File: src/rtl/pzcorebus_pkg.sv
// rtl/pzcorebus_pkg.sv - corebus configuration, release mode and response packing helpers
package pzcorebus_pkg;
  typedef struct packed {
    int id_width;
    int data_width;
  } pzcorebus_config;

  typedef enum logic {
    PZCOREBUS_CUT_THROUGH,
    PZCOREBUS_STORE_AND_FORWARD
  } pzcorebus_release_mode;

  localparam int PZCOREBUS_SRESP_WIDTH        = 2;
  localparam int PZCOREBUS_LAST_WIDTH         = 1;
  localparam int PZCOREBUS_DEFAULT_ID_WIDTH   = 4;
  localparam int PZCOREBUS_DEFAULT_DATA_WIDTH = 32;

  // A zero field in the configuration selects the default width.
  function automatic int get_id_width(pzcorebus_config cfg);
    return (cfg.id_width > 0) ? cfg.id_width : PZCOREBUS_DEFAULT_ID_WIDTH;
  endfunction

  function automatic int get_data_width(pzcorebus_config cfg);
    return (cfg.data_width > 0) ? cfg.data_width : PZCOREBUS_DEFAULT_DATA_WIDTH;
  endfunction

  function automatic int get_packed_response_width(pzcorebus_config cfg);
    return PZCOREBUS_SRESP_WIDTH + get_id_width(cfg) + get_data_width(cfg) + PZCOREBUS_LAST_WIDTH;
  endfunction
endpackage

File: src/rtl/pzcorebus_response_packet_fifo_if.sv
// rtl/pzcorebus_response_packet_fifo_if.sv - corebus response channel with master/slave modports
interface pzcorebus_response_packet_fifo_if
  import pzcorebus_pkg::*;
#(
  parameter pzcorebus_config BUS_CONFIG = '0
);
  localparam int ID_WIDTH   = get_id_width(BUS_CONFIG);
  localparam int DATA_WIDTH = get_data_width(BUS_CONFIG);

  logic                             sresp_valid;
  logic                             mresp_accept;
  logic [PZCOREBUS_SRESP_WIDTH-1:0] sresp;
  logic [ID_WIDTH-1:0]              sid;
  logic [DATA_WIDTH-1:0]            sdata;
  logic [PZCOREBUS_LAST_WIDTH-1:0]  sresp_last;

  modport response_slave (
    output sresp_valid, sresp, sid, sdata, sresp_last,
    input  mresp_accept
  );

  modport response_master (
    input  sresp_valid, sresp, sid, sdata, sresp_last,
    output mresp_accept
  );
endinterface

File: src/rtl/pzbcm_fifo.sv
// rtl/pzbcm_fifo.sv - circular-buffer FIFO with word count, flags and optional registered outputs
module pzbcm_fifo #(
  parameter int WIDTH       = 8,
  parameter int DEPTH       = 4,
  parameter int THRESHOLD   = DEPTH,
  parameter bit FLAG_FF_OUT = 1,
  parameter bit DATA_FF_OUT = 1,
  localparam int CW         = $clog2(DEPTH + 1)
) (
  input  logic             i_clk,
  input  logic             i_rst_n,
  input  logic             i_clear,
  output logic             o_empty,
  output logic             o_almost_full,
  output logic             o_full,
  output logic [CW-1:0]    o_word_count,
  input  logic             i_push,
  input  logic [WIDTH-1:0] i_data,
  input  logic             i_pop,
  output logic [WIDTH-1:0] o_data
);
  localparam int PW = (DEPTH > 1) ? $clog2(DEPTH) : 1;

  logic [WIDTH-1:0] mem_q [DEPTH];
  logic [PW-1:0]    wr_ptr_q, wr_ptr_d, rd_ptr_q, rd_ptr_d;
  logic [CW-1:0]    count_q, count_d;
  logic             push_en, pop_en;

  function automatic logic [PW-1:0] next_ptr(logic [PW-1:0] p);
    return (p == PW'(DEPTH - 1)) ? '0 : p + PW'(1);
  endfunction

  assign push_en      = i_push && (count_q != CW'(DEPTH));
  assign pop_en       = i_pop && (count_q != '0);
  assign o_word_count = count_q;

  always_comb begin
    wr_ptr_d = wr_ptr_q;
    rd_ptr_d = rd_ptr_q;
    count_d  = count_q;
    if (i_clear) begin
      wr_ptr_d = '0;
      rd_ptr_d = '0;
      count_d  = '0;
    end else begin
      if (push_en) wr_ptr_d = next_ptr(wr_ptr_q);
      if (pop_en)  rd_ptr_d = next_ptr(rd_ptr_q);
      case ({push_en, pop_en})
        2'b10:   count_d = count_q + CW'(1);
        2'b01:   count_d = count_q - CW'(1);
        default: count_d = count_q;
      endcase
    end
  end

  always_ff @(posedge i_clk or negedge i_rst_n) begin
    if (!i_rst_n) begin
      wr_ptr_q <= '0;
      rd_ptr_q <= '0;
      count_q  <= '0;
    end else begin
      wr_ptr_q <= wr_ptr_d;
      rd_ptr_q <= rd_ptr_d;
      count_q  <= count_d;
    end
  end

  always_ff @(posedge i_clk) begin
    if (push_en && !i_clear) mem_q[wr_ptr_q] <= i_data;
  end

  generate
    if (FLAG_FF_OUT) begin : g_flag_ff
      logic empty_q, almost_full_q, full_q;
      logic empty_d, almost_full_d, full_d;
      always_comb begin
        empty_d       = (count_d == '0);
        almost_full_d = (int'(count_d) >= THRESHOLD);
        full_d        = (count_d == CW'(DEPTH));
      end
      always_ff @(posedge i_clk or negedge i_rst_n) begin
        if (!i_rst_n) begin
          empty_q       <= 1'b1;
          almost_full_q <= 1'b0;
          full_q        <= 1'b0;
        end else begin
          empty_q       <= empty_d;
          almost_full_q <= almost_full_d;
          full_q        <= full_d;
        end
      end
      assign o_empty       = empty_q;
      assign o_almost_full = almost_full_q;
      assign o_full        = full_q;
    end else begin : g_flag_comb
      assign o_empty       = (count_q == '0);
      assign o_almost_full = (int'(count_q) >= THRESHOLD);
      assign o_full        = (count_q == CW'(DEPTH));
    end

    if (DATA_FF_OUT) begin : g_data_ff
      logic [WIDTH-1:0] data_q, data_d;
      // The next head slot may be the one being written right now; forward the input then.
      always_comb begin
        data_d = data_q;
        if (!i_clear) begin
          if (push_en && (rd_ptr_d == wr_ptr_q)) data_d = i_data;
          else                                   data_d = mem_q[rd_ptr_d];
        end
      end
      always_ff @(posedge i_clk or negedge i_rst_n) begin
        if (!i_rst_n) data_q <= '0;
        else          data_q <= data_d;
      end
      assign o_data = data_q;
    end else begin : g_data_comb
      assign o_data = mem_q[rd_ptr_q];
    end
  endgenerate
endmodule

File: src/rtl/pzcorebus_response_packet_fifo.sv
// rtl/pzcorebus_response_packet_fifo.sv - response FIFO with packet counting and cut-through/store-and-forward release
module pzcorebus_response_packet_fifo
  import pzcorebus_pkg::*;
#(
  parameter pzcorebus_config       BUS_CONFIG         = '0,
  parameter int                    RESPONSE_DEPTH     = 4,
  parameter int                    RESPONSE_THRESHOLD = RESPONSE_DEPTH,
  parameter bit                    RESPONSE_VALID     = 1,
  parameter pzcorebus_release_mode RELEASE_MODE       = PZCOREBUS_CUT_THROUGH,
  parameter bit                    FLAG_FF_OUT        = 1,
  parameter bit                    DATA_FF_OUT        = 1,
  localparam int                   CW                 = $clog2(RESPONSE_DEPTH + 1)
) (
  input  logic          i_clk,
  input  logic          i_rst_n,
  input  logic          i_clear,
  output logic          o_empty,
  output logic          o_almost_full,
  output logic          o_full,
  output logic [CW-1:0] o_word_count,
  output logic [CW-1:0] o_packet_count,
  output logic          o_oversize,
  pzcorebus_response_packet_fifo_if.response_slave  slave_if,
  pzcorebus_response_packet_fifo_if.response_master master_if
);
  localparam int WIDTH = get_packed_response_width(BUS_CONFIG);

  typedef enum logic {
    HOLD,
    FORWARD
  } state_e;

  generate
    if (RESPONSE_VALID && (RESPONSE_DEPTH >= 1)) begin : g_fifo
      logic [WIDTH-1:0] push_data, pop_data;
      logic             push, pop, push_end, pop_end;
      logic             empty, full, release_ok;
      logic [CW-1:0]    packet_count_q, packet_count_d;
      state_e           state_q, state_d;
      logic             oversize_q, oversize_d;

      // sresp_last sits in bit 0 of the packed beat.
      assign push_data = {master_if.sresp, master_if.sid, master_if.sdata, master_if.sresp_last};
      assign {slave_if.sresp, slave_if.sid, slave_if.sdata, slave_if.sresp_last} = pop_data;
      assign push_end  = push && push_data[0];
      assign pop_end   = pop && pop_data[0];

      assign master_if.mresp_accept = !full;
      assign push = master_if.sresp_valid && !full;
      assign pop  = slave_if.sresp_valid && slave_if.mresp_accept;

      pzbcm_fifo #(
        .WIDTH       (WIDTH),
        .DEPTH       (RESPONSE_DEPTH),
        .THRESHOLD   (RESPONSE_THRESHOLD),
        .FLAG_FF_OUT (FLAG_FF_OUT),
        .DATA_FF_OUT (DATA_FF_OUT)
      ) u_fifo (
        .i_clk         (i_clk),
        .i_rst_n       (i_rst_n),
        .i_clear       (i_clear),
        .o_empty       (empty),
        .o_almost_full (o_almost_full),
        .o_full        (full),
        .o_word_count  (o_word_count),
        .i_push        (push),
        .i_data        (push_data),
        .i_pop         (pop),
        .o_data        (pop_data)
      );

      always_comb begin
        packet_count_d = packet_count_q;
        state_d        = state_q;
        oversize_d     = 1'b0;
        if (i_clear) begin
          packet_count_d = '0;
          state_d        = HOLD;
        end else begin
          case ({push_end, pop_end})
            2'b10:   packet_count_d = packet_count_q + CW'(1);
            2'b01:   packet_count_d = packet_count_q - CW'(1);
            default: packet_count_d = packet_count_q;
          endcase
          if (RELEASE_MODE == PZCOREBUS_STORE_AND_FORWARD) begin
            case (state_q)
              // Buffer full without a complete packet: release it early or it would never drain.
              HOLD:    if (full && (packet_count_q == '0)) begin
                         state_d    = FORWARD;
                         oversize_d = 1'b1;
                       end
              FORWARD: if (pop_end) state_d = HOLD;
            endcase
          end
        end
      end

      always_ff @(posedge i_clk or negedge i_rst_n) begin
        if (!i_rst_n) begin
          state_q        <= HOLD;
          packet_count_q <= '0;
          oversize_q     <= 1'b0;
        end else begin
          state_q        <= state_d;
          packet_count_q <= packet_count_d;
          oversize_q     <= oversize_d;
        end
      end

      always_comb begin
        release_ok = 1'b1;
        if ((RELEASE_MODE == PZCOREBUS_STORE_AND_FORWARD) && (state_q == HOLD)) begin
          release_ok = (packet_count_q != '0);
        end
      end

      assign slave_if.sresp_valid = !empty && release_ok;
      assign o_empty        = empty;
      assign o_full         = full;
      assign o_packet_count = packet_count_q;
      assign o_oversize     = oversize_q;
    end else begin : g_pass
      assign slave_if.sresp_valid   = master_if.sresp_valid;
      assign master_if.mresp_accept = slave_if.mresp_accept;
      assign slave_if.sresp         = master_if.sresp;
      assign slave_if.sid           = master_if.sid;
      assign slave_if.sdata         = master_if.sdata;
      assign slave_if.sresp_last    = master_if.sresp_last;
      assign o_empty        = 1'b1;
      assign o_almost_full  = 1'b0;
      assign o_full         = 1'b0;
      assign o_word_count   = '0;
      assign o_packet_count = '0;
      assign o_oversize     = 1'b0;
    end
  endgenerate
endmodule

File: src/flat_wrapper.sv
// flat-port wrapper written by rule: the top's interface ports become plain ports
module pzcorebus_response_packet_fifo_flat import pzcorebus_pkg::*;
#(
  parameter pzcorebus_config       BUS_CONFIG         = '0,
  parameter int                    RESPONSE_DEPTH     = 4,
  parameter int                    RESPONSE_THRESHOLD = RESPONSE_DEPTH,
  parameter bit                    RESPONSE_VALID     = 1,
  parameter pzcorebus_release_mode RELEASE_MODE       = PZCOREBUS_CUT_THROUGH,
  parameter bit                    FLAG_FF_OUT        = 1,
  parameter bit                    DATA_FF_OUT        = 1,
  localparam int                   CW                 = $clog2(RESPONSE_DEPTH + 1)
)
  (i_clk, i_rst_n, i_clear, o_empty, o_almost_full, o_full, o_word_count, o_packet_count, o_oversize, slave_if_sresp_valid, slave_if_sresp, slave_if_sid, slave_if_sdata, slave_if_sresp_last, slave_if_mresp_accept, master_if_sresp_valid, master_if_sresp, master_if_sid, master_if_sdata, master_if_sresp_last, master_if_mresp_accept);
  pzcorebus_response_packet_fifo_if #(.BUS_CONFIG(BUS_CONFIG)) slave_if_i ();
  pzcorebus_response_packet_fifo_if #(.BUS_CONFIG(BUS_CONFIG)) master_if_i ();
  input  logic i_clk;
  input  logic i_rst_n;
  input  logic i_clear;
  output logic o_empty;
  output logic o_almost_full;
  output logic o_full;
  output logic [CW-1:0] o_word_count;
  output logic [CW-1:0] o_packet_count;
  output logic o_oversize;
  output wire logic [$bits(slave_if_i.sresp_valid)-1:0] slave_if_sresp_valid;
  output wire logic [$bits(slave_if_i.sresp)-1:0] slave_if_sresp;
  output wire logic [$bits(slave_if_i.sid)-1:0] slave_if_sid;
  output wire logic [$bits(slave_if_i.sdata)-1:0] slave_if_sdata;
  output wire logic [$bits(slave_if_i.sresp_last)-1:0] slave_if_sresp_last;
  input wire logic [$bits(slave_if_i.mresp_accept)-1:0] slave_if_mresp_accept;
  input wire logic [$bits(master_if_i.sresp_valid)-1:0] master_if_sresp_valid;
  input wire logic [$bits(master_if_i.sresp)-1:0] master_if_sresp;
  input wire logic [$bits(master_if_i.sid)-1:0] master_if_sid;
  input wire logic [$bits(master_if_i.sdata)-1:0] master_if_sdata;
  input wire logic [$bits(master_if_i.sresp_last)-1:0] master_if_sresp_last;
  output wire logic [$bits(master_if_i.mresp_accept)-1:0] master_if_mresp_accept;
  assign slave_if_sresp_valid = slave_if_i.sresp_valid;
  assign slave_if_sresp = slave_if_i.sresp;
  assign slave_if_sid = slave_if_i.sid;
  assign slave_if_sdata = slave_if_i.sdata;
  assign slave_if_sresp_last = slave_if_i.sresp_last;
  assign slave_if_i.mresp_accept = slave_if_mresp_accept;
  assign master_if_i.sresp_valid = master_if_sresp_valid;
  assign master_if_i.sresp = master_if_sresp;
  assign master_if_i.sid = master_if_sid;
  assign master_if_i.sdata = master_if_sdata;
  assign master_if_i.sresp_last = master_if_sresp_last;
  assign master_if_mresp_accept = master_if_i.mresp_accept;
  pzcorebus_response_packet_fifo #(.BUS_CONFIG(BUS_CONFIG), .RESPONSE_DEPTH(RESPONSE_DEPTH), .RESPONSE_THRESHOLD(RESPONSE_THRESHOLD), .RESPONSE_VALID(RESPONSE_VALID), .RELEASE_MODE(RELEASE_MODE), .FLAG_FF_OUT(FLAG_FF_OUT), .DATA_FF_OUT(DATA_FF_OUT)) u_core (.i_clk(i_clk), .i_rst_n(i_rst_n), .i_clear(i_clear), .o_empty(o_empty), .o_almost_full(o_almost_full), .o_full(o_full), .o_word_count(o_word_count), .o_packet_count(o_packet_count), .o_oversize(o_oversize), .slave_if(slave_if_i), .master_if(master_if_i));
endmodule
File: config.mk
export PLATFORM = sky130hd
export DESIGN_NAME = pzcorebus_response_packet_fifo_flat
export DESIGN_NICKNAME = d
export VERILOG_FILES = /design/src/rtl/pzcorebus_pkg.sv /design/src/rtl/pzcorebus_response_packet_fifo_if.sv /design/src/rtl/pzbcm_fifo.sv /design/src/rtl/pzcorebus_response_packet_fifo.sv /design/src/flat_wrapper.sv
export SDC_FILE = /design/constraint.sdc
export NUM_CORES = 1
export LEC_CHECK = 0
export CAP_MARGIN = 0
export CORE_ASPECT_RATIO = 1.25
export CORE_MARGIN = 2
export CORE_UTILIZATION = 30
export CTS_CLUSTER_DIAMETER = 150
export DETAILED_ROUTE_END_ITERATION = 10
export PLACE_DENSITY = 0.46
export SYNTH_ARGS = -nofsm -noshare
export SYNTH_HDL_FRONTEND = slang
export SYNTH_SLANG_ARGS = --single-unit
File: constraint.sdc
create_clock -name i_clk -period 2.85 [get_ports i_clk]
set_input_delay 0.57 -clock i_clk [delete_from_list [all_inputs] [get_ports i_clk]]
set_output_delay 0.57 -clock i_clk [all_outputs]
set_load 0.02 [all_outputs]
==> flow_metrics.py <==
metrics = {
    "clocking": {
        "clock_path_buffers": 3,
        "cts_sinks": 207,
        "cts_tree": "built",
        "insertion_delay_ns": 0.49,
        "clk_transition_reported_paths_ns": 0.06,
        "post_cts_resized": 0,
        "ctsHoldBuffers": 0,
        "cts.htree.levels": 1,
        "cts_setup_buffers": 0,
        "cts_root_buf": "clkbuf_16",
        "numCtsBuffers": 22,
    },
    "logic_synthesis": {
        "yosysUniqueCellTypes": 30,
        "ys_ff_latch": 207,
        "ys_seq_area_frac": 0.741,
        "avgSynthCellArea_um2": 19.8,
        "yosysWarnings": 0,
        "synth_cells": 407,
        "syn_nets": 459,
        "syn_area_um2": 8040,
    },
    "placement": {
        "dpl.cell_count": 853,
        "portBuffers": 93,
        "gp_congestion": 0.702,
        "placed_area_um2": 9720,
        "place_hpwl_mm": 11.4,
        "post-place-ws_ns": -0.172,
    },
    "sta": {
        "tightest_slew_ns": 0.643,
        "period_minus_slack_ns": 2.50,
        "fin_ws_ns": 0.355,
        "finClkSkew_ns": 0.00908,
        "rsz0062_at_grt": "false",
        "slew_violations": 0,
        "setup_viol": 0,
        "finalCritPeriodShare": 0.875,
        "clock.fmax_ghz": 0.401,
        "finalHoldViolCount": 0,
        "max_slew_margin": 0.572,
    },
    "route": {
        "drtPass1Iterations": 4,
        "dr_total_vias": 4305,
        "final_antenna_net_count": 0,
        "wire_per_inst_um": 20.9,
        "routed_wl_mm": 18.6,
        "drc": 0,
        "vias_per_cell": 4.82,
        "drt_iter0_drc": 264,
    },
    "worst_setup_path": {
        "cp-start-kind": "input port",
        "cp_max_fo": 8,
        "cp.arrival_ns": 2.87,
        "reg2reg_depth": 7,
        "r2r_start": "u_core.g_fifo.u_fifo.o_word_count[2]$_DFF_PN0_",
        "r2r-end": "u_core.g_fifo.u_fifo.o_data[14]$_DFFE_PN0N_",
        "startpoint": "slave_if_mresp_accept",
        "required_ns": 3.22,
        "crit_type": "input port to flip-flop",
        "crit_path_end_kind": "flip-flop",
        "regToRegSetupSlack_ns": 0.44,
        "cp-endpoint": "u_core.g_fifo.u_fifo.o_data[27]$_DFFE_PN0N_",
    },
    "power_and_ir_drop": {
        "seqPwrFrac": 0.441,
        "max-vdd-ir-drop_uv": 447,
        "clkPwrFrac": 0.322,
        "p_int_w": 0.00639,
        "switchingPower_w": 0.00234,
        "powerDensity_nw_per_um2": 836,
        "power_w": 0.00873,
        "swShare": 0.268,
        "combPwrFrac": 0.237,
        "p_leak_nw": 3.68,
    },
    "global_route": {
        "grt_pass1_vias": 4700,
        "overflow": 0,
        "track_usage": 0.135,
        "grt_max_degree": 38,
        "antenna_found_initial": 0,
        "grt_pass1_wl_mm": 28.7,
    },
    "floorplan": {
        "row_count": 67,
        "start_util": 0.303,
        "die-area_um2": 28100,
        "die_w_um": 150,
        "die_h_um": 187,
        "core_um2": 26600,
        "io_pins": 95,
    },
    "finish": {
        "multi_input_area_um2": 1960,
        "layout_commonest_cell": "edfxtp_1",
        "stdcell_area_um2": 10400,
        "instances_no_fill": 893,
        "area_growth_pct": 29.7,
        "final-seq-area_um2": 5960,
        "num_antenna_cells": 0,
        "nets": 584,
        "fillers": 2446,
        "most-common-layout-cells": "edfxtp_1, clkdlybuf4s50_1, dfrtp_1",
        "layout-drive-gt1-share": 0.212,
    },
    "hold_path": {
        "hold_class": "input port to asynchronous set/reset pin",
    },
    "flow_run": {
        "maxCapViolCount": 0,
    },
    "status": {
        "status": "completed",
    },
}
[routing by layer]
metal | vias up | track usage | routed length [um]
met3 | 22 | 0.0215 | 936
met5 | - | 0 | 0
met2 | 115 | 0.225 | 9330
met4 | 0 | 0.0345 | 285
li1 | 1886 | - | -
met1 | 2282 | 0.184 | 8090
[Yosys cell counts]
cell type | count | area [um2]
edfxtp_1 | 156 | 4680
dfrtp_1 | 50 | 1250
and2_1 | 43 | 269
a221o_1 | 39 | 390
mux4_2 | 39 | 878
clkbuf_1 | 12 | 45.0
nor2_1 | 11 | 41.3
inv_1 | 7 | 26.3
xnor2_1 | 7 | 61.3
ha_1 | 6 | 75.1
buf_2 | 5 | 25.0
mux2i_1 | 5 | 50.1
buf_4 | 3 | 22.5
a21oi_1 | 2 | 10.0
and3_1 | 2 | 12.5
buf_1 | 2 | 7.51
buf_6 | 2 | 22.5
fa_1 | 2 | 40.0
nor2b_1 | 2 | 12.5
nor3_1 | 2 | 10.0
a31oi_1 | 1 | 6.26
conb_1 | 1 | 3.75
dfstp_2 | 1 | 26.3
mux2i_4 | 1 | 22.5
nand3_1 | 1 | 5.00
nor2b_2 | 1 | 8.76
o311a_1 | 1 | 10.0
o31a_2 | 1 | 10.0
or2_2 | 1 | 6.26
xor2_1 | 1 | 8.76
[worst min path at each step]
stage	end	slack (ns)	depth (start not counted)
3_5_place_dp	u_core.g_fifo.u_fifo.o_data[31]$_DFFE_PN0N_	0.58	2
3_3_place_gp	u_core.o_packet_count[1]$_DFFE_PN0P_	0.57	2
2_1_floorplan	u_core.g_fifo.u_fifo.o_data[0]$_DFFE_PN0N_	0.27	0
4_1_cts	u_core.g_fifo.u_fifo.o_data[34]$_DFFE_PN0N_	0.09	1
5_1_grt	u_core.g_fifo.u_fifo.o_data[8]$_DFFE_PN0N_	0.11	1
6_report	u_core.g_fifo.u_fifo.o_data[34]$_DFFE_PN0N_	0.1	1
[critical path, cell delays in order]
cell,delay [ns]
clkdlybuf4s50_1,0.46
nor2b_2,0.15
o31a_2,0.23
mux2i_4,0.32
buf_12,0.18
buf_12,0.15
mux4_2,0.50
a221o_1,0.31
[layout make-up]
cell class | count | area share
inverters | 7 | 0.00252
well taps | 345 | 0.0414
clock buffers | 34 | 0.0629
repair buffers | 125 | 0.128
clock inverters | 6 | 0.00588
multi-input cells | 169 | 0.188
flip-flops and latches | 207 | 0.571
[flip-flops by register name, summed over array words and instances, names as in the netlist]
| name | flops |
|---|---|
| u_core.g_fifo.u_fifo.mem_q | 156 |
| u_core.o_packet_count | 3 |
| u_core.g_fifo.u_fifo.rd_ptr_q | 2 |
| u_core.g_fifo.u_fifo.o_word_count | 3 |
| u_core.g_fifo.u_fifo.o_full | 1 |
| u_core.g_fifo.u_fifo.o_data | 39 |
| u_core.g_fifo.u_fifo.o_empty | 1 |
| u_core.g_fifo.u_fifo.wr_ptr_q | 2 |
[power by group through the flow]
stage               clock network, W  logic [W]  registers (W)
global placement                   0    0.00208        0.00390
detailed placement                 0    0.00211        0.00391
floorplan                          0   0.000828        0.00413
global route                 0.00302    0.00223        0.00389
CTS                          0.00290    0.00211        0.00386
finish                       0.00281    0.00207        0.00385
[through the flow]
stage	util	TNS (ns)	hold WS (ns)
3_3_place_gp	0.366	-4.38	0.570
5_1_grt	0.393	0	0.109
2_1_floorplan	-	0	0.274
3_5_place_dp	0.366	-4.98	0.575
6_report	0.393	0	0.0956
4_1_cts	0.393	0	0.0931
[logic make-up after synthesis]
logic type / count (synthesis) / share of synthesized area
mux: 45 / 0.118
simple gates: 63 / 0.0454
flops: 207 / 0.741
buf+inv: 31 / 0.0185
compound gates: 44 / 0.0530
fa+ha+maj: 8 / 0.0143
xor+xnor: 8 / 0.00871
other cells: 1 / 0.000466
(Power assumes the default switching activity.)
==> edit 1 (same flow settings) <==
`RESPONSE_DEPTH` is set to 4 in 2 places; all go to 2.
--- a/src/rtl/pzcorebus_response_packet_fifo.sv
+++ b/src/rtl/pzcorebus_response_packet_fifo.sv
@@ -5,3 +5,3 @@
   parameter pzcorebus_config       BUS_CONFIG         = '0,
-  parameter int                    RESPONSE_DEPTH     = 4,
+  parameter int                    RESPONSE_DEPTH     = 2,
   parameter int                    RESPONSE_THRESHOLD = RESPONSE_DEPTH,
--- a/src/flat_wrapper.sv
+++ b/src/flat_wrapper.sv
@@ -4,3 +4,3 @@
   parameter pzcorebus_config       BUS_CONFIG         = '0,
-  parameter int                    RESPONSE_DEPTH     = 4,
+  parameter int                    RESPONSE_DEPTH     = 2,
   parameter int                    RESPONSE_THRESHOLD = RESPONSE_DEPTH,
Ports: changed (resized o_packet_count and o_word_count); port bits go from 95 to 93. No check against the original RTL was run, so the function may have changed too.
==> edit 1 against the unedited design <==
- critical path depth is the same
- synthesized area shrank 28%
- final area shrank 26%
- register-to-register slack gained 0.37 ns
- clock power shrank 19%
- total power shrank 8.2%
- wire length shrank 1.7%
- worst setup slack gained 0.27 ns
- count of clock-buffer cells in the layout shrank 16
- synthesized cell count grew 22%
- sequential share of layout area shrank 11 points
- sequential cell count shrank 81
- largest cell class unchanged
==> edit 1: results (changes against the unedited design) <==
* Run status: finished clean (unchanged)
* First DRT Iteration DRCs at 294 (was 264)
* DR WL met2 at 9481 um (was 9332 um)
* Syn nets at 542 (was 459)
* Clk. pwr at 2.28 mW (was 2.81 mW)
* Number of enable flip-flop cells after synthesis at 78 (was 156)
* Worst Skew at 0.009612 ns (was 0.009078 ns)
* Skew-Pair Late Insertion Delay at 0.42 ns (was 0.49 ns)
* Routing usage on met1 at 22.72% (was 18.45%)
* Gpl congestion at 0.7716 (was 0.7023)
* GRT Total Usage at 18.41% (was 13.50%)
* Peak VDD IR at 0.5147 mV (was 0.4468 mV)
* Layout cell share with drive strength beyond 1 at 12.52% (was 21.17%)
* Register area share after synthesis at 60.95% (was 74.13%)
* Placed cells at 799 (was 853)
* Internal power at 5.238 mW (was 6.388 mW)
* Global-route wire length before repair at 28720 um (was 28750 um)
* Nets@finish at 631 (was 584)
* Vias per std cell at 5.584 (was 4.821)
* Dominant cells by area after synthesis: edfxtp_1, dfrtp_1, a2111o_1 (was edfxtp_1, dfrtp_1, mux4_2)
* Global-route met2 utilization at 31.50% (was 22.47%)
* Crit path DAT at 2.51 ns (was 2.87 ns)
* CP delay by family, top: buffers and inverters (was multiplexers)
* RR Endpoint: u_core.g_fifo.u_fifo.o_data[15] (was u_core.g_fifo.u_fifo.o_data[14])
* Worst Path Max Fanout at 18 (was 8)
* Routed length on met3 at 869 um (was 936 um)
* Largest net degree at the start of global routing at 51 (was 38)
* Vias in the first global route at 4969 (was 4700)
* Met3 usage at 3.987% (was 2.146%)
* Post-synth top cells: edfxtp_1, dfrtp_1, nand2_1 (was edfxtp_1, dfrtp_1, and2_1)
## edit 1: kinds of logic (layout without fill, tap and decap cells)
family / Yosys count / after routing / share of synthesized area, %
adder cells (fa/ha/maj): 1 / 1 / 0.2151
flip-flops: 126 / 126 / 60.95
AND/OR/NAND/NOR: 144 / 144 / 11.83
multiplexers: 2 / 2 / 0.3442
AO/OA/AOI/OAI: 162 / 162 / 20.80
other: 1 / 1 / 0.06448
buffers and inverters: 53 / 155 / 4.583
XOR/XNOR: 8 / 8 / 1.205
## edit 1: through the flow
step	util, %	setup WS (ns)	TNS, ns	area [um^2]
global route	41.06	0.5241	0	7767
CTS	41.06	0.6587	0	7767
global placement	37.77	0.2395	0	7146
finish	41.06	0.6280	0	7767
floorplan	-	-0.3307	-25.20	5826
detailed placement	37.77	0.2333	0	7146
## edit 1: cell type report
type,count,area share [%]
inverter,5,0.2416
timing repair buffer,118,15.69
clock buffer,18,5.525
multi-input combinational,318,26.68
sequential,126,45.65
clock inverter,14,2.481
tap,232,3.737
==> edit 2 (config.mk and constraints unchanged) <==
Without the edit above. Reset style: synchronous (`i_rst_n`), changed in 4 clocked blocks.
--- a/src/rtl/pzbcm_fifo.sv
+++ b/src/rtl/pzbcm_fifo.sv
@@ -55,3 +55,3 @@
 
-  always_ff @(posedge i_clk or negedge i_rst_n) begin
+  always_ff @(posedge i_clk) begin
     if (!i_rst_n) begin
@@ -80,3 +80,3 @@
       end
-      always_ff @(posedge i_clk or negedge i_rst_n) begin
+      always_ff @(posedge i_clk) begin
         if (!i_rst_n) begin
@@ -110,3 +110,3 @@
       end
-      always_ff @(posedge i_clk or negedge i_rst_n) begin
+      always_ff @(posedge i_clk) begin
         if (!i_rst_n) data_q <= '0;
--- a/src/rtl/pzcorebus_response_packet_fifo.sv
+++ b/src/rtl/pzcorebus_response_packet_fifo.sv
@@ -97,3 +97,3 @@
 
-      always_ff @(posedge i_clk or negedge i_rst_n) begin
+      always_ff @(posedge i_clk) begin
         if (!i_rst_n) begin
Function: differs if i_rst_n is asserted again (counterexample within 4 cycles, from zero or initial values and one cycle with i_rst_n low); with i_rst_n held inactive, the same outputs for 4 cycles.
==> edit 2 against the unedited design <==
- final cell count rose by 20%
- final area fell by 1.4%
- synthesized cell count rose by 48%
- non-clock buffer count did not move
- count of clock-buffer cells in the layout fell by 4
- sequential cell count did not move
- register-to-register slack improved by 0.02 ns
- synthesized area rose by 0.12%
- worst setup slack improved by 0.11 ns
- first-iteration DRC count rose by 24%
- wire length rose by 12%
- maximum frequency rose by 4.5%
Power is not compared: it rests on default switching activity, and its combinational part moved more than twofold at a synthesized area within 25%.
==> edit 2: results (changes against the unedited design) <==
* Worst Skew at 0.01179 ns (was 0.009078 ns)
* Skew-Pair Late Insertion Delay at 0.51 ns (was 0.49 ns)
* Post-synth top cells: edfxtp_1, nand2_1, dfxtp_1 (was edfxtp_1, dfrtp_1, and2_1)
* DRT Wirelength at 20880 um (was 18640 um)
* Placed cell area at 9600 um^2 (was 9717 um^2)
* First DRT Iteration DRCs at 327 (was 264)
* Initial DRT Pass Iterations at 5 (was 4)
* Initial antenna violation count at 1 (was 0)
* Filler Cell Count at 2468 (was 2446)
* Area share of fa/ha/maj cells after synthesis at 1.585% (was 1.431%)
* Hpwl dp at 12020 um (was 11420 um)
* Placed cells at 1029 (was 853)
* Mean area per synthesized cell at 13.38 um^2 (was 19.76 um^2)
* Layout cell share with drive strength beyond 1 at 10.90% (was 21.17%)
* Run status: finished clean (unchanged)
* Worst hold path class: reg2reg (was in2async)
* Max incr delay on CP at 0.74 ns (was 0.50 ns)
* Compound-Gate Fraction of Synth Area at 12.51% (was 5.305%)
* Vias in the first global route at 5591 (was 4700)
* Post-Synth XOR/XNOR Area at 0.7613% (was 0.8712%)
* Slew margin rel. at 53.25% (was 57.16%)
* Worst Path Max Fanout at 39 (was 8)
* Syn nets at 655 (was 459)
* Yosys cell types at 39 (was 30)
* GRT Total Usage at 14.75% (was 13.50%)
* Gpl congestion at 0.7273 (was 0.7023)
* Dominant cells by area after synthesis: edfxtp_1, dfxtp_1, nand2_1 (was edfxtp_1, dfrtp_1, mux4_2)
* Post-synth ARST share at 0% (was 24.64%)
* Clk buf depth at 3 (unchanged)
* Post-DR wirelength/cell at 19.50 um (was 20.87 um)
* Vias per std cell at 5.037 (was 4.821)
* Global-route wire length before repair at 32290 um (was 28750 um)
* Nets@finish at 762 (was 584)
* Register area share after synthesis at 70.85% (was 74.13%)
* CP max stage cell: and4bb_4 (was mux4_2)
* Mux cell area share after synthesis at 0.2486% (was 11.82%)
* Largest net degree at the start of global routing at 63 (was 38)
edit 2: cell count changes in the layout (fill, tap and decap cells not counted), moves of 4 or more:
cell / change
nand2_1: +118
buf_12: -5
a32oi_1: +39
buf_4: +5
and3_1: +38
a21oi_1: +42
nor2_1: +6
clkinv_2: +5
dfxtp_1: +51
dfrtp_1: -50
mux4_2: -39
and2_1: -38
and2_2: -4
edit 2: critical path: cells and delay by family (launching register included):
family / cells / cell delay, ns
flops: 1 / 0.37
compound gates: 1 / 0.28
xor+xnor: 1 / 0.15
simple gates: 4 / 1.51
edit 2: cells by family (layout without fill, tap and decap cells):
logic type	after synthesis	in the layout
DFF	207	207
other	1	2
xor gates and xnor gates	7	7
buffers and inverters	54	177
and+or+nand+nor	193	193
adders and majority gates	9	9
muxes	2	2
AOI/OAI and AO/OA	129	129
edit 2: layer usage:
layer  vias to the layer above  share of wire (%)  track usage [%]  wire [um]
li1                       2500                  -                -          -
met1                      2732                 44            19.30       9145
met2                       132                 50            25.49      10380
met3                        31                4.5            2.073        947
met4                         0                2.0            3.810        408
met5                         -                  0                0          0
edit 2: report_power, final:
group,internal (mW),switching [mW],total [mW],leakage (nW)
Sequential,3.32,0.0407,3.37,1.84
Combinational,0.218,0.246,0.464,1.65
Clock,1.60,1.15,2.75,0.342
Total,5.14,1.44,6.58,3.82
edit 2: metrics by stage:
step                      hold WS [ns]  setup slack, ns  TNS (ns)  power (mW)
final                           0.5403           0.4623         0       6.579
after global routing            0.5615           0.2802         0       6.820
after CTS                       0.5504           0.4221         0       6.667
after detailed placement        0.5314         -0.06536    -1.950       3.900
after global placement          0.4693         -0.02144   -0.5557       3.891
after floorplan                 0.5136           0.4644         0       3.624
edit 2: path summary, 6_finish.rpt:
path	from	to	slack, ns	cells after the start
hold / removal	u_core.o_packet_count[0]	u_core.o_packet_count[0]	0.54	2
setup reg to reg	u_core.g_fifo.u_fifo.o_word_count[2]	u_core.g_fifo.u_fifo.o_data[14]	0.46	6
setup / recovery	u_core.g_fifo.u_fifo.o_word_count[2]	u_core.g_fifo.u_fifo.o_data[14]	0.46	6
hold reg to reg	u_core.o_packet_count[0]	u_core.o_packet_count[0]	0.54	2
edit 2: final cells by class:
| type | instances | area [um^2] | area share (%) |
|---|---|---|---|
| Multi-Input combinational cell | 341 | 2148 | 20.87 |
| Clock buffer | 30 | 611.8 | 5.944 |
| Tap cell | 345 | 431.7 | 4.194 |
| Timing Repair Buffer | 125 | 1274 | 12.37 |
| Clock inverter | 11 | 78.83 | 0.7658 |
| Sequential cell | 207 | 5705 | 55.43 |
| Antenna cell | 1 | 2.502 | 0.02431 |
| Inverter | 11 | 41.29 | 0.4011 |
